[config.mk]
export PLATFORM = sky130hd
export DESIGN_NAME = bin2bcd_seq
export DESIGN_NICKNAME = d
export VERILOG_FILES = /design/src/rtl/bin2bcd_pkg.sv /design/src/rtl/bin2bcd_seq_bcd_adj3.sv /design/src/rtl/bin2bcd_seq.sv
export SDC_FILE = /design/constraint.sdc
export NUM_CORES = 1
export LEC_CHECK = 0
export ABC_AREA = 1
export BUFFER_PORTS_ARGS = -buffer_cell sky130_fd_sc_hd__buf_2
export CORE_MARGIN = 3
export CORE_UTILIZATION = 56
export CTS_CLUSTER_DIAMETER = 200
export DETAILED_ROUTE_END_ITERATION = 8
export GPL_TIMING_DRIVEN = 0
export PLACE_DENSITY = 0.76
export SLEW_MARGIN = 0
export SYNTH_ARGS = -nofsm -noshare
export SYNTH_HDL_FRONTEND = slang
export SYNTH_SLANG_ARGS = --single-unit
[constraint.sdc]
create_clock -name i_clk -period 1.67 [get_ports i_clk]
set_input_delay 0.501 -clock i_clk [delete_from_list [all_inputs] [get_ports i_clk]]
set_output_delay 0.501 -clock i_clk [all_outputs]
set_load 0.05 [all_outputs]
[src/rtl/bin2bcd_pkg.sv]
// bin2bcd_pkg
// Shared constants and types for the sequential binary-to-BCD converter.
//   WIDTH_BIN : binary input width (14 bits covers 0..9999 plus overflow range)
//   WIDTH_SEG : width of one BCD digit
//   WIDTH_ACC : BCD accumulator width (four digits)
//   WIDTH_CNT : bit-counter width
//   BCD_MAX   : largest value that fits on four decimal digits
//   state_t   : converter FSM states
package bin2bcd_pkg;

  localparam int WIDTH_BIN = 14;
  localparam int WIDTH_SEG = 4;
  localparam int WIDTH_ACC = 4 * WIDTH_SEG;
  localparam int WIDTH_CNT = $clog2(WIDTH_BIN);

  localparam logic [WIDTH_BIN-1:0] BCD_MAX = 14'd9999;

  typedef enum logic [1:0] {
    IDLE = 2'd0,
    CONV = 2'd1,
    LOAD = 2'd2
  } state_t;

endpackage

[src/rtl/bin2bcd_seq_bcd_adj3.sv]
// bcd_adj3
// Combinational double-dabble digit correction: adds 3 to a BCD nibble
// when it is 5 or more, so the following left shift carries correctly
// into the next decimal digit.
//   din  : BCD nibble before correction
//   dout : corrected nibble (never exceeds 12 for valid BCD input)
module bcd_adj3
  import bin2bcd_pkg::*;
(
  input  logic [WIDTH_SEG-1:0] din,
  output logic [WIDTH_SEG-1:0] dout
);

  always_comb begin
    dout = din;
    if (din >= 4'd5) begin
      dout = din + 4'd3;
    end
  end

endmodule

[src/rtl/bin2bcd_seq.sv]
// bin2bcd_seq
// Sequential binary-to-BCD converter (shift-and-add-3), one bit per clock.
// Accepts a value on a valid/ready handshake, converts it in 14 CONV
// cycles, then loads four registered BCD digits in LOAD. Values above
// 9999 display as 9999 with o_ovf set.
//   i_clk   : clock, rising edge
//   i_rst   : synchronous active-high reset
//   i_valid : i_bin is valid this cycle
//   i_bin   : unsigned binary value to convert
//   o_ready : converter idle, input accepted on i_valid && o_ready
//   o_done  : one-cycle pulse, digits were updated at the previous edge
//   o_ovf   : last accepted value exceeded 9999
//   o_dig1..o_dig4 : ones, tens, hundreds, thousands digits
module bin2bcd_seq #(
  parameter int WIDTH_BIN = bin2bcd_pkg::WIDTH_BIN,
  parameter int WIDTH_SEG = bin2bcd_pkg::WIDTH_SEG
) (
  input  logic                 i_clk,
  input  logic                 i_rst,
  input  logic                 i_valid,
  input  logic [WIDTH_BIN-1:0] i_bin,
  output logic                 o_ready,
  output logic                 o_done,
  output logic                 o_ovf,
  output logic [WIDTH_SEG-1:0] o_dig1,
  output logic [WIDTH_SEG-1:0] o_dig2,
  output logic [WIDTH_SEG-1:0] o_dig3,
  output logic [WIDTH_SEG-1:0] o_dig4
);

  import bin2bcd_pkg::*;

  state_t state_reg, state_next;
  logic   accept;

  logic [WIDTH_BIN-1:0]           bin_reg;
  logic [WIDTH_ACC-1:0]           acc_reg;
  logic [WIDTH_ACC-1:0]           acc_adj;
  logic [WIDTH_CNT-1:0]           cnt_reg;
  logic                           ovf_q_reg;
  logic                           done_reg;
  logic                           ovf_reg;
  logic [3:0][WIDTH_SEG-1:0]      dig_reg;

  // The accumulator MSB after adjustment is shifted out and dropped; it is
  // always zero for in-range values and the overflow path ignores it.
  logic unused_acc_msb;
  assign unused_acc_msb = acc_adj[WIDTH_ACC-1];

  // Per-digit add-3 correction, all four nibbles in parallel.
  genvar gi;
  generate
    for (gi = 0; gi < 4; gi++) begin : g_adj
      bcd_adj3 u_adj (
        .din  (acc_reg[gi*WIDTH_SEG +: WIDTH_SEG]),
        .dout (acc_adj[gi*WIDTH_SEG +: WIDTH_SEG])
      );
    end
  endgenerate

  // Next-state logic
  always_comb begin
    state_next = state_reg;
    accept     = 1'b0;
    case (state_reg)
      IDLE: begin
        if (i_valid) begin
          accept     = 1'b1;
          state_next = CONV;
        end
      end
      CONV: begin
        if (cnt_reg == '0) begin
          state_next = LOAD;
        end
      end
      LOAD:    state_next = IDLE;
      default: state_next = IDLE;  // unused encoding recovers to idle
    endcase
  end

  always_ff @(posedge i_clk) begin
    if (i_rst) begin
      state_reg <= IDLE;
    end else begin
      state_reg <= state_next;
    end
  end

  // Datapath and output registers
  always_ff @(posedge i_clk) begin
    if (i_rst) begin
      bin_reg   <= '0;
      acc_reg   <= '0;
      cnt_reg   <= '0;
      ovf_q_reg <= 1'b0;
      done_reg  <= 1'b0;
      ovf_reg   <= 1'b0;
      dig_reg   <= '0;
    end else begin
      done_reg <= (state_reg == LOAD);
      case (state_reg)
        IDLE: begin
          if (accept) begin
            bin_reg   <= i_bin;
            acc_reg   <= '0;
            cnt_reg   <= WIDTH_CNT'(WIDTH_BIN - 1);
            ovf_q_reg <= (i_bin > BCD_MAX);
          end
        end
        CONV: begin
          // Shift {adjusted accumulator, binary} left by one.
          {acc_reg, bin_reg} <= {acc_adj[WIDTH_ACC-2:0], bin_reg, 1'b0};
          if (cnt_reg != '0) begin
            cnt_reg <= cnt_reg - 1'b1;
          end
        end
        LOAD: begin
          if (ovf_q_reg) begin
            dig_reg <= {4{4'd9}};
            ovf_reg <= 1'b1;
          end else begin
            dig_reg <= acc_reg;
            ovf_reg <= 1'b0;
          end
        end
        default: ;
      endcase
    end
  end

  assign o_ready = (state_reg == IDLE);
  assign o_done  = done_reg;
  assign o_ovf   = ovf_reg;
  assign o_dig1  = dig_reg[0];
  assign o_dig2  = dig_reg[1];
  assign o_dig3  = dig_reg[2];
  assign o_dig4  = dig_reg[3];

endmodule

==> results by group, run 1 <==
Power
  • Largest voltage drop on the vdd net: 0.618 mV
  • Final Total Pwr: 2920 µW
  • Total power per unit cell area: 1010 nW/µm²
  • Leakage: 0.00127 µW

Worst setup path
  • Start point of the critical path: state_reg[0]$_SDFFE_PP0P_
  • Worst reg2reg setup slack: 0.26 ns
  • Type of the setup path with the least slack: reg2out
  • Worst Path Required: 1.17 ns
  • CP Launch Type: register
  • Launch point of the worst reg-to-reg path: acc_reg[4]$_SDFFE_PP0P_
  • Worst Reg2Reg Path Length in Cells: 9
  • Data arrival, critical path: 1.05 ns
  • Worst-path fanout max: 4
  • Worst Setup End Kind: primary output

Clocking
  • Post-CTS setup buffer count: 0
  • Total CTS buffers: 5
  • Post-CTS Resized: 0
  • Clock transition time at the flip-flop clock pins of the worst setup and hold paths: 0.09 ns
  • Depth of the CTS H-tree: 2
  • Clock Root Buffer: sky130_fd_sc_hd__clkbuf_8
  • Max clock buf depth: 2
  • Insertion delay of the later-clocked pin in the worst-skew pair: 0.31 ns
  • TritonCTS clock tree: yes
  • Sink Count: 55
  • Hold Buf Count CTS: 0

Timing
  • Setup repair after global routing missed its margin: no
  • Final setup vio count: 0
  • Count of final hold-check violations: 0
  • Aggregate negative setup slack: 0 ns
  • Rel. slew slack: 0.570
  • Fraction of the cycle the final worst path needs: 0.930
  • Crit path time final: 1.55 ns
  • Worst hold margin: 0.441 ns
  • Worst Skew: 0.0106 ns
  • Slew at the pin with the worst max-slew slack: 0.645 ns
  • Final count of pins violating max slew: 0
  • Max Freq: 644 MHz
  • Min setup slack post-route: 0.116 ns

Global routing
  • Largest net degree at the start of global routing: 17
  • Number of antenna violations at the first check in global routing: 0
  • Vias in the first global route: 2,165
  • GRT Resource Usage Total: 0.228
  • Wire length of the first global-routing pass: 9630 µm
  • Total global routing overflow: 0

Detailed routing
  • Average vias per placed instance: 5.30
  • Pre-Repair DR Iteration Count: 4
  • Vias after detailed routing: 2,351
  • DRC violations left: 0
  • DRC marker count from the first detailed-route iteration: 158
  • Wire length per cell after detailed routing: 12.8 µm
  • Post-detailed-route count of antenna-violating nets: 0
  • Post-detailed-routing wire length: 5670 µm

Placed design
  • Worst Setup Slack post-DPL: 0.132 ns
  • GPL Wtd Cong: 0.899
  • Dpl hpwl: 4040 µm
  • Number of port buffers: 35
  • Cell Area, Placed: 2760 µm²

Outcome
  • Status: finished clean

Floorplanning
  • I/O Pins: 36
  • Die area: 5340 µm²
  • Num rows: 23
  • Effective utilization at floorplan: 0.604
  • Width of the chip: 73.1 µm
  • Height of the die: 73.1 µm
  • Total core area: 4170 µm²

Worst hold path
  • Hold Path Stages: 3
  • Hold Crit Start: i_bin[0]
  • Min-Delay Path Class: in2reg

Synth
  • Fraction of synthesized cell area taken by the top area cell type: 0.437
  • Yosys warnings: 0
  • Share of synthesized area occupied by flip-flops and latches: 0.437
  • Avg Synthesized Cell Area: 7.18 µm²
  • Number of nets produced by synthesis: 377
  • FF+latch count, synth: 55
  • Number of different library cells in the post-synthesis netlist: 23
  • Netlist area before placement: 2520 µm²
  • Largest cells by area after synthesis: sky130_fd_sc_hd__dfxtp_1, sky130_fd_sc_hd__nand2_1, sky130_fd_sc_hd__a21oi_1
  • Cell count after synthesis: 351
  • Largest area contributor in the netlist: sky130_fd_sc_hd__dfxtp_1

Finish
  • Non-Filler Cell Area, Final: 2890 µm²
  • Number of fillers in the final layout: 375
  • Relative area change from synthesis to final layout: 14.7%
  • Register Area: 1100 µm²
  • Layout cell share with drive strength beyond 1: 0.157
  • ANT cells: 0
  • Net total in the final layout: 419
  • Number of flip-flops under the largest register name: 16
  • Multi-input logic area: 1230 µm²

Run
  • Max-cap violation count: 0
## power by group
group | switching [µW] | internal (µW)
logic | 324 | 140
registers | 46.8 | 1390
clock network | 420 | 599
total | 790 | 2130
## cell type report
type | count | area share
multi-input cells | 253 | 0.426
flip-flops and latches | 55 | 0.381
repair buffers | 35 | 0.0606
inverters | 29 | 0.0385
plain buffers | 14 | 0.0264
clock buffers | 6 | 0.0251
well taps | 50 | 0.0217
clock inverters | 2 | 0.0208
## cell usage in the layout, fill, tap and decap left out, drive strengths merged
master,synthesis,final
ha,9,9
nor3,1,1
o21ai,23,23
bufinv,0,2
buf,8,43
nand2,111,111
nand4,8,8
a21oi,33,33
a31oi,13,13
dfxtp,55,55
o211ai,4,4
nand3,20,20
nor2,31,31
inv,29,29
clkbuf,6,12
## cell usage after synthesis
cell / count
sky130_fd_sc_hd__nand2_1: 108
sky130_fd_sc_hd__dfxtp_1: 55
sky130_fd_sc_hd__a21oi_1: 32
sky130_fd_sc_hd__nor2_1: 28
sky130_fd_sc_hd__inv_1: 24
sky130_fd_sc_hd__o21ai_0: 23
sky130_fd_sc_hd__nand3_1: 20
sky130_fd_sc_hd__a31oi_1: 13
sky130_fd_sc_hd__ha_1: 9
sky130_fd_sc_hd__nand4_1: 8
sky130_fd_sc_hd__clkbuf_1: 6
sky130_fd_sc_hd__buf_2: 4
sky130_fd_sc_hd__inv_2: 4
sky130_fd_sc_hd__o211ai_1: 4
sky130_fd_sc_hd__buf_4: 3
sky130_fd_sc_hd__nand2_2: 3
sky130_fd_sc_hd__a21oi_2: 1
sky130_fd_sc_hd__buf_6: 1
sky130_fd_sc_hd__inv_4: 1
sky130_fd_sc_hd__nor2_2: 1
sky130_fd_sc_hd__nor2_4: 1
sky130_fd_sc_hd__nor2_8: 1
sky130_fd_sc_hd__nor3_1: 1
## metrics by stage
| step | util | instances |
|---|---|---|
| floorplan | - | 351 |
| global placement | 0.661 | 436 |
| detailed placement | 0.661 | 436 |
| CTS | 0.692 | 444 |
| global route | 0.692 | 444 |
| finish | 0.692 | 444 |
## critical path: stages (launching register included)
cell and delay, ns:
sky130_fd_sc_hd__dfxtp_1 0.38, sky130_fd_sc_hd__nor2_1 0.11, sky130_fd_sc_hd__buf_2 0.26
## per-layer routing
metal / global-route usage / part of all wire / vias up
li1: - / - / 1237
met1: 0.310 / 0.49 / 1066
met2: 0.366 / 0.47 / 42
met3: 0.0344 / 0.034 / 6
met4: 0.0779 / 0.010 / 0
met5: 0 / 0 / -
## path summary, 6_finish.rpt
path / end
max: o_ready
min: bin_reg[0]$_SDFFE_PP0P_
max reg2reg: acc_reg[8]$_SDFFE_PP0P_
min reg2reg: o_dig1[1]$_SDFFE_PP0P_
## kinds of logic (layout without fill, tap and decap cells)
kind of cell	count (synthesis)	in the layout	synth area share
and+or+nand+nor	171	171	0.287
DFF	55	55	0.437
AOI/OAI and AO/OA	73	73	0.157
adders and majority gates	9	9	0.0447
buffers and inverters	43	86	0.0745
(Power assumes the default switching activity.)
==> inputs of run 2 (changes only) <==
Settings changed: CORE_UTILIZATION 56 to 55, PLACE_DENSITY 0.76 to 0.75, SYNTH_HIERARCHICAL set to 1.
==> run 2 against run 1 <==
Compared with the run above: final area is 5.4% higher; combinational power is 7.1% higher; worst setup slack worse by 0.041 ns; sequential power hardly changed.
==> results by group, run 2 <==
Timing
  • Worst hold margin: 0.448 ns
  • Worst Skew: 0.00628 ns
  • Slew at the pin with the worst max-slew slack: 0.527 ns
  • Final setup vio count: 0
  • Fraction of the cycle the final worst path needs: 0.955
  • Rel. slew slack: 0.648
  • Crit path time final: 1.59 ns
  • Final count of pins violating max slew: 0
  • Count of final hold-check violations: 0
  • Setup repair after global routing missed its margin: no
  • Max Freq: 627 MHz
  • Aggregate negative setup slack: 0 ns

Clocking
  • Post-CTS Resized: 0
  • Total CTS buffers: 5
  • Hold Buf Count CTS: 0
  • Clock Root Buffer: sky130_fd_sc_hd__clkbuf_8
  • Sink Count: 55
  • Max clock buf depth: 2
  • Insertion delay of the later-clocked pin in the worst-skew pair: 0.31 ns
  • TritonCTS clock tree: yes
  • Post-CTS setup buffer count: 0
  • Clock transition time at the flip-flop clock pins of the worst setup and hold paths: 0.09 ns
  • Depth of the CTS H-tree: 2

Synth
  • Avg Synthesized Cell Area: 7.48 µm²
  • Number of nets produced by synthesis: 386
  • Yosys warnings: 6
  • Cell count after synthesis: 360
  • Netlist area before placement: 2690 µm²

Floorplanning
  • Num rows: 24
  • Total core area: 4530 µm²
  • Die area: 5770 µm²
  • Effective utilization at floorplan: 0.594
  • I/O Pins: 36
  • Height of the die: 76.0 µm
  • Width of the chip: 76.0 µm

Outcome
  • Status: finished clean

Worst setup path
  • Data arrival, critical path: 1.09 ns
  • Worst-path fanout max: 4
  • Type of the setup path with the least slack: reg2out
  • Maximum single-stage delay on the critical path: 0.39 ns
  • Highest-delay cell along the critical path: sky130_fd_sc_hd__dfxtp_1
  • Worst Setup End Kind: primary output
  • Top cell family by delay on the critical path: flip-flops
  • CP Launch Type: register
  • Cells traversed along the worst timing path: nor2_1, buf_2
  • Worst Path Required: 1.17 ns
  • Total buffers and inverters traversed by the critical path: 1

Detailed routing
  • Amount of wire on met3 after detailed routing: 268 µm
  • Post-detailed-routing wire length: 5860 µm
  • Pre-Repair DR Iteration Count: 4
  • Uppermost layer routed: met4
  • Met1 Wirelength: 2730 µm
  • Routed met2 length: 2800 µm
  • Average vias per placed instance: 5.15
  • DRC marker count from the first detailed-route iteration: 124
  • DRC violations left: 0
  • Post-detailed-route count of antenna-violating nets: 0
  • Wire length per cell after detailed routing: 12.5 µm
  • Vias after detailed routing: 2,405

Finish
  • Final design utilization: 0.672
  • Non-Filler Cell Area, Final: 3050 µm²
  • Net total in the final layout: 427
  • Layout cell share with drive strength beyond 1: 0.236
  • Most frequent standard cell in the layout excluding fill and tap cells: sky130_fd_sc_hd__nand2_1
  • Number of flip-flops under the largest register name: 16
  • ANT cells: 0
  • Relative area change from synthesis to final layout: 13.1%
  • Top library cells by usage in the layout, fill and taps aside: sky130_fd_sc_hd__nand2_1, sky130_fd_sc_hd__dfxtp_1, sky130_fd_sc_hd__o21ai_0
  • Final std cells w/o fill: 467

Global routing
  • GRT Resource Usage Total: 0.210
  • Vias in the first global route: 2,202
  • Wire length of the first global-routing pass: 10,000 µm
  • Number of antenna violations at the first check in global routing: 0
  • Total global routing overflow: 0
  • Largest net degree at the start of global routing: 16

Power
  • Largest voltage drop on the vdd net: 0.623 mV
  • Leakage: 0.00127 µW
  • Total power per unit cell area: 897 nW/µm²

Placed design
  • GPL Wtd Cong: 0.838
  • Placed Instances: 459
  • Dpl hpwl: 4300 µm
  • Cell Area, Placed: 2950 µm²
  • Number of port buffers: 34

Worst hold path
  • Min-Delay Path Class: in2reg

Run
  • Max-cap violation count: 0
==> run 2: changes by cell type in the layout (fill, tap and decap cells not counted), moves of 3 or more <==
cell | previous run | this run
sky130_fd_sc_hd__a21oi_1 | 32 | 13
sky130_fd_sc_hd__buf_4 | 3 | 6
sky130_fd_sc_hd__inv_1 | 24 | 20
sky130_fd_sc_hd__nand2_1 | 108 | 88
sky130_fd_sc_hd__nand3_1 | 20 | 24
sky130_fd_sc_hd__nand4_1 | 8 | 0
sky130_fd_sc_hd__nor2_1 | 28 | 32
sky130_fd_sc_hd__nor2_2 | 1 | 8
sky130_fd_sc_hd__nor2_4 | 1 | 9
sky130_fd_sc_hd__o211ai_1 | 4 | 1
sky130_fd_sc_hd__o21ai_0 | 23 | 43
sky130_fd_sc_hd__o21ai_2 | 0 | 6
==> run 2: worst register-to-register path: stages (launching register included) <==
cell	delay, ns
sky130_fd_sc_hd__dfxtp_1	0.49
sky130_fd_sc_hd__inv_1	0.12
sky130_fd_sc_hd__ha_1	0.26
sky130_fd_sc_hd__nor2_4	0.16
sky130_fd_sc_hd__nor2_4	0.07
sky130_fd_sc_hd__nand2_1	0.07
sky130_fd_sc_hd__o21ai_2	0.05
sky130_fd_sc_hd__nand3_1	0.07
sky130_fd_sc_hd__o21ai_0	0.08
==> run 2: worst paths after layout <==
path         slack [ns]                       end                 startpoint  cells past startpoint
max                0.08                   o_ready  state_reg[0]$_SDFFE_PP0P_                      2
min reg2reg        0.47   bin_reg[0]$_SDFFE_PP0P_    bin_reg[0]$_SDFFE_PP0P_                      2
max reg2reg        0.21  acc_reg[10]$_SDFFE_PP0P_    acc_reg[8]$_SDFFE_PP0P_                      8
min                0.45   bin_reg[0]$_SDFFE_PP0P_                   i_bin[0]                      3
==> run 2: per-stage QoR <==
step                power [µW]  worst slack, ns
floorplan                 1830            0.133
global placement          1960            0.223
detailed placement        1970            0.186
CTS                       2750           0.0639
global route              2880           0.0159
finish                    2730           0.0756
==> run 2: layer usage <==
metal	up-vias	track usage
li1	1254	-
met3	5	0.0437
met1	1089	0.265
met5	-	0
met4	0	0.0598
met2	57	0.363
==> run 2: area by class of cell <==
cell class                      count  area (µm²)
Buffer                             15         100
Clock buffer                        8         100
Fill cell                         427        1490
Inverter                           30         119
Multi-Input combinational cell    260        1370
Sequential cell                    55        1100
Tap cell                           65        81.3
Timing Repair Buffer               34         170
==> run 2: where the power goes <==
| part | internal, µW | switching [µW] | leakage (µW) |
|---|---|---|---|
| clock | 379 | 413 | 0.0000515 |
| combinational | 157 | 340 | 0.000768 |
| sequential | 1390 | 48.3 | 0.000448 |
| total | 1930 | 801 | 0.00127 |
==> inputs of run 3 (changes only) <==
--- a/config.mk
+++ b/config.mk
@@ -8,5 +8,5 @@
 export ABC_AREA = 1
-export BUFFER_PORTS_ARGS = -buffer_cell sky130_fd_sc_hd__buf_2
+export BUFFER_PORTS_ARGS = -buffer_cell sky130_fd_sc_hd__buf_4
 export CORE_MARGIN = 3
-export CORE_UTILIZATION = 55
+export CORE_UTILIZATION = 45
 export CTS_CLUSTER_DIAMETER = 200
@@ -14,3 +14,3 @@
 export GPL_TIMING_DRIVEN = 0
-export PLACE_DENSITY = 0.75
+export PLACE_DENSITY = 0.63
 export SLEW_MARGIN = 0
==> constraint.sdc (replaced) <==
create_clock -name i_clk -period 1.67 [get_ports i_clk]
set_input_delay 0.0835 -clock i_clk [delete_from_list [all_inputs] [get_ports i_clk]]
set_output_delay 0.0835 -clock i_clk [all_outputs]
set_load 0.05 [all_outputs]
==> run 3 against run 2 <==
Compared with the run above: critical path depth up 6; register-to-register slack about the same; global-route usage down 2.8 points; die area up 20%; clock power down 12%; clock skew down 0.0010 ns; first-iteration DRC count down 17%; highest routed layer unchanged.
==> results by group, run 3 (synthesized netlist as in run 2, its figures left out) <==
Worst setup path
  • Data arrival, critical path: 1.66 ns
  • Cells traversed along the worst timing path: inv_1, ha_1, nor2_4, nor2_4, nand2_1, o21ai_2, nand3_1, o21ai_0
  • Maximum single-stage delay on the critical path: 0.47 ns
  • Worst Path Required: 1.87 ns
  • Total buffers and inverters traversed by the critical path: 1
  • Library cell appearing most often on the critical path: sky130_fd_sc_hd__nor2_4
  • CP Launch Type: register
  • Worst-path fanout max: 6
  • Worst Reg2Reg Path Length in Cells: 8
  • Type of the setup path with the least slack: reg2reg
  • Highest-delay cell along the critical path: sky130_fd_sc_hd__dfxtp_1
  • Worst Setup End Kind: register
  • Top cell family by delay on the critical path: flip-flops
  • Cell depth of the worst setup path: 8

Clocking
  • Post-CTS Resized: 0
  • Hold Buf Count CTS: 0
  • Sink Count: 55
  • Total CTS buffers: 5
  • Insertion delay of the later-clocked pin in the worst-skew pair: 0.31 ns
  • Max clock buf depth: 2
  • Clock transition time at the flip-flop clock pins of the worst setup and hold paths: 0.09 ns
  • Post-CTS setup buffer count: 0
  • Depth of the CTS H-tree: 2
  • Clock Root Buffer: sky130_fd_sc_hd__clkbuf_8
  • TritonCTS clock tree: yes

Floorplanning
  • Die area: 6950 µm²
  • Num rows: 27
  • I/O Pins: 36
  • Total core area: 5640 µm²
  • Height of the die: 83.4 µm
  • Effective utilization at floorplan: 0.477
  • Width of the chip: 83.4 µm

Global routing
  • Largest net degree at the start of global routing: 15
  • GRT Resource Usage Total: 0.182
  • Total global routing overflow: 0
  • Vias in the first global route: 2,207
  • Wire length of the first global-routing pass: 10,300 µm
  • Number of antenna violations at the first check in global routing: 0

Timing
  • Crit path time final: 1.46 ns
  • Worst Skew: 0.00525 ns
  • Rel. slew slack: 0.641
  • Final setup vio count: 0
  • Aggregate negative setup slack: 0 ns
  • Final count of pins violating max slew: 0
  • Setup repair after global routing missed its margin: no
  • Max Freq: 686 MHz
  • Count of final hold-check violations: 0
  • Worst hold margin: 0.0463 ns
  • Slew at the pin with the worst max-slew slack: 0.538 ns
  • Fraction of the cycle the final worst path needs: 0.873

Power
  • Leakage: 0.00127 µW
  • Switching portion of total power: 0.303
  • NetSw: 804 µW
  • Sequential Power Share: 0.543
  • Largest voltage drop on the vdd net: 0.536 mV
  • Internal power consumption: 1850 µW
  • Total power per unit cell area: 853 nW/µm²
  • Part of the total power dissipated in combinational logic: 0.195
  • Clock power frac: 0.262

Placed design
  • GPL Wtd Cong: 0.853
  • Dpl hpwl: 4510 µm
  • Number of port buffers: 34

Detailed routing
  • DRC violations left: 0
  • Post-detailed-route count of antenna-violating nets: 0
  • Vias after detailed routing: 2,401
  • Wire length per cell after detailed routing: 13.1 µm
  • Pre-Repair DR Iteration Count: 5
  • DRC marker count from the first detailed-route iteration: 103
  • Post-detailed-routing wire length: 6170 µm
  • Average vias per placed instance: 5.09

Finish
  • Net total in the final layout: 427
  • Relative area change from synthesis to final layout: 15.5%
  • Top library cells by usage in the layout, fill and taps aside: sky130_fd_sc_hd__nand2_1, sky130_fd_sc_hd__dfxtp_1, sky130_fd_sc_hd__o21ai_0
  • Layout cell share with drive strength beyond 1: 0.233
  • Number of fillers in the final layout: 559
  • Most frequent standard cell in the layout excluding fill and tap cells: sky130_fd_sc_hd__nand2_1
  • Number of flip-flops under the largest register name: 16
  • ANT cells: 0

Worst hold path
  • Min-Delay Path Class: in2reg
  • Hold Path Stages: 3

Run
  • Max-cap violation count: 0

Outcome
  • Status: finished clean
==> run 3: per-layer routing <==
layer / part of all wire / GRT usage
met1: 0.49 / 0.243
met2: 0.46 / 0.293
met3: 0.047 / 0.0417
met4: 0.0091 / 0.0550
met5: 0 / 0
==> run 3: layout make-up <==
| type | count | area [µm²] | share of cell area |
|---|---|---|---|
| tap | 72 | 90.1 | 0.0290 |
| sequential | 55 | 1100 | 0.354 |
| buffer | 15 | 100 | 0.0322 |
| inverter | 30 | 119 | 0.0382 |
| multi-input combinational | 260 | 1370 | 0.441 |
| clock buffer | 6 | 72.6 | 0.0233 |
| timing repair buffer | 34 | 255 | 0.0820 |
==> run 3: power by group through the flow <==
| stage | registers, µW | clock network [µW] | logic (µW) |
|---|---|---|---|
| CTS | 1440 | 715 | 523 |
| floorplan | 1510 | 0 | 323 |
| finish | 1440 | 696 | 518 |
| detailed placement | 1470 | 0 | 522 |
| global route | 1450 | 755 | 580 |
| global placement | 1470 | 0 | 517 |
==> run 3: metrics by stage <==
stage | worst slack [ns] | cell area [µm²] | power [µW] | util | std cells
floorplan | 0.416 | 2690 | 1830 | - | 360
global placement | 0.256 | 3040 | 1990 | 0.539 | 466
detailed placement | 0.219 | 3040 | 1990 | 0.539 | 466
CTS | 0.196 | 3110 | 2680 | 0.552 | 472
global route | 0.0649 | 3110 | 2790 | 0.552 | 472
finish | 0.211 | 3110 | 2650 | 0.552 | 472
==> run 3: worst paths after layout <==
kind                                   end  slack [ns]                startpoint
setup / recovery   acc_reg[6]$_SDFFE_PP0P_        0.21   acc_reg[4]$_SDFFE_PP0P_
hold / removal     bin_reg[5]$_SDFFE_PP0P_        0.05                  i_bin[5]
setup reg to reg   acc_reg[6]$_SDFFE_PP0P_        0.21   acc_reg[4]$_SDFFE_PP0P_
hold reg to reg   bin_reg[13]$_SDFFE_PP0P_        0.48  bin_reg[12]$_SDFFE_PP0P_
==> run 3: tightest hold or removal path, delay by kind of cell <==
kind | cells | cell delay [ns]
simple gates | 1 | 0.05
compound gates | 1 | 0.07
buf+inv | 1 | 0.11
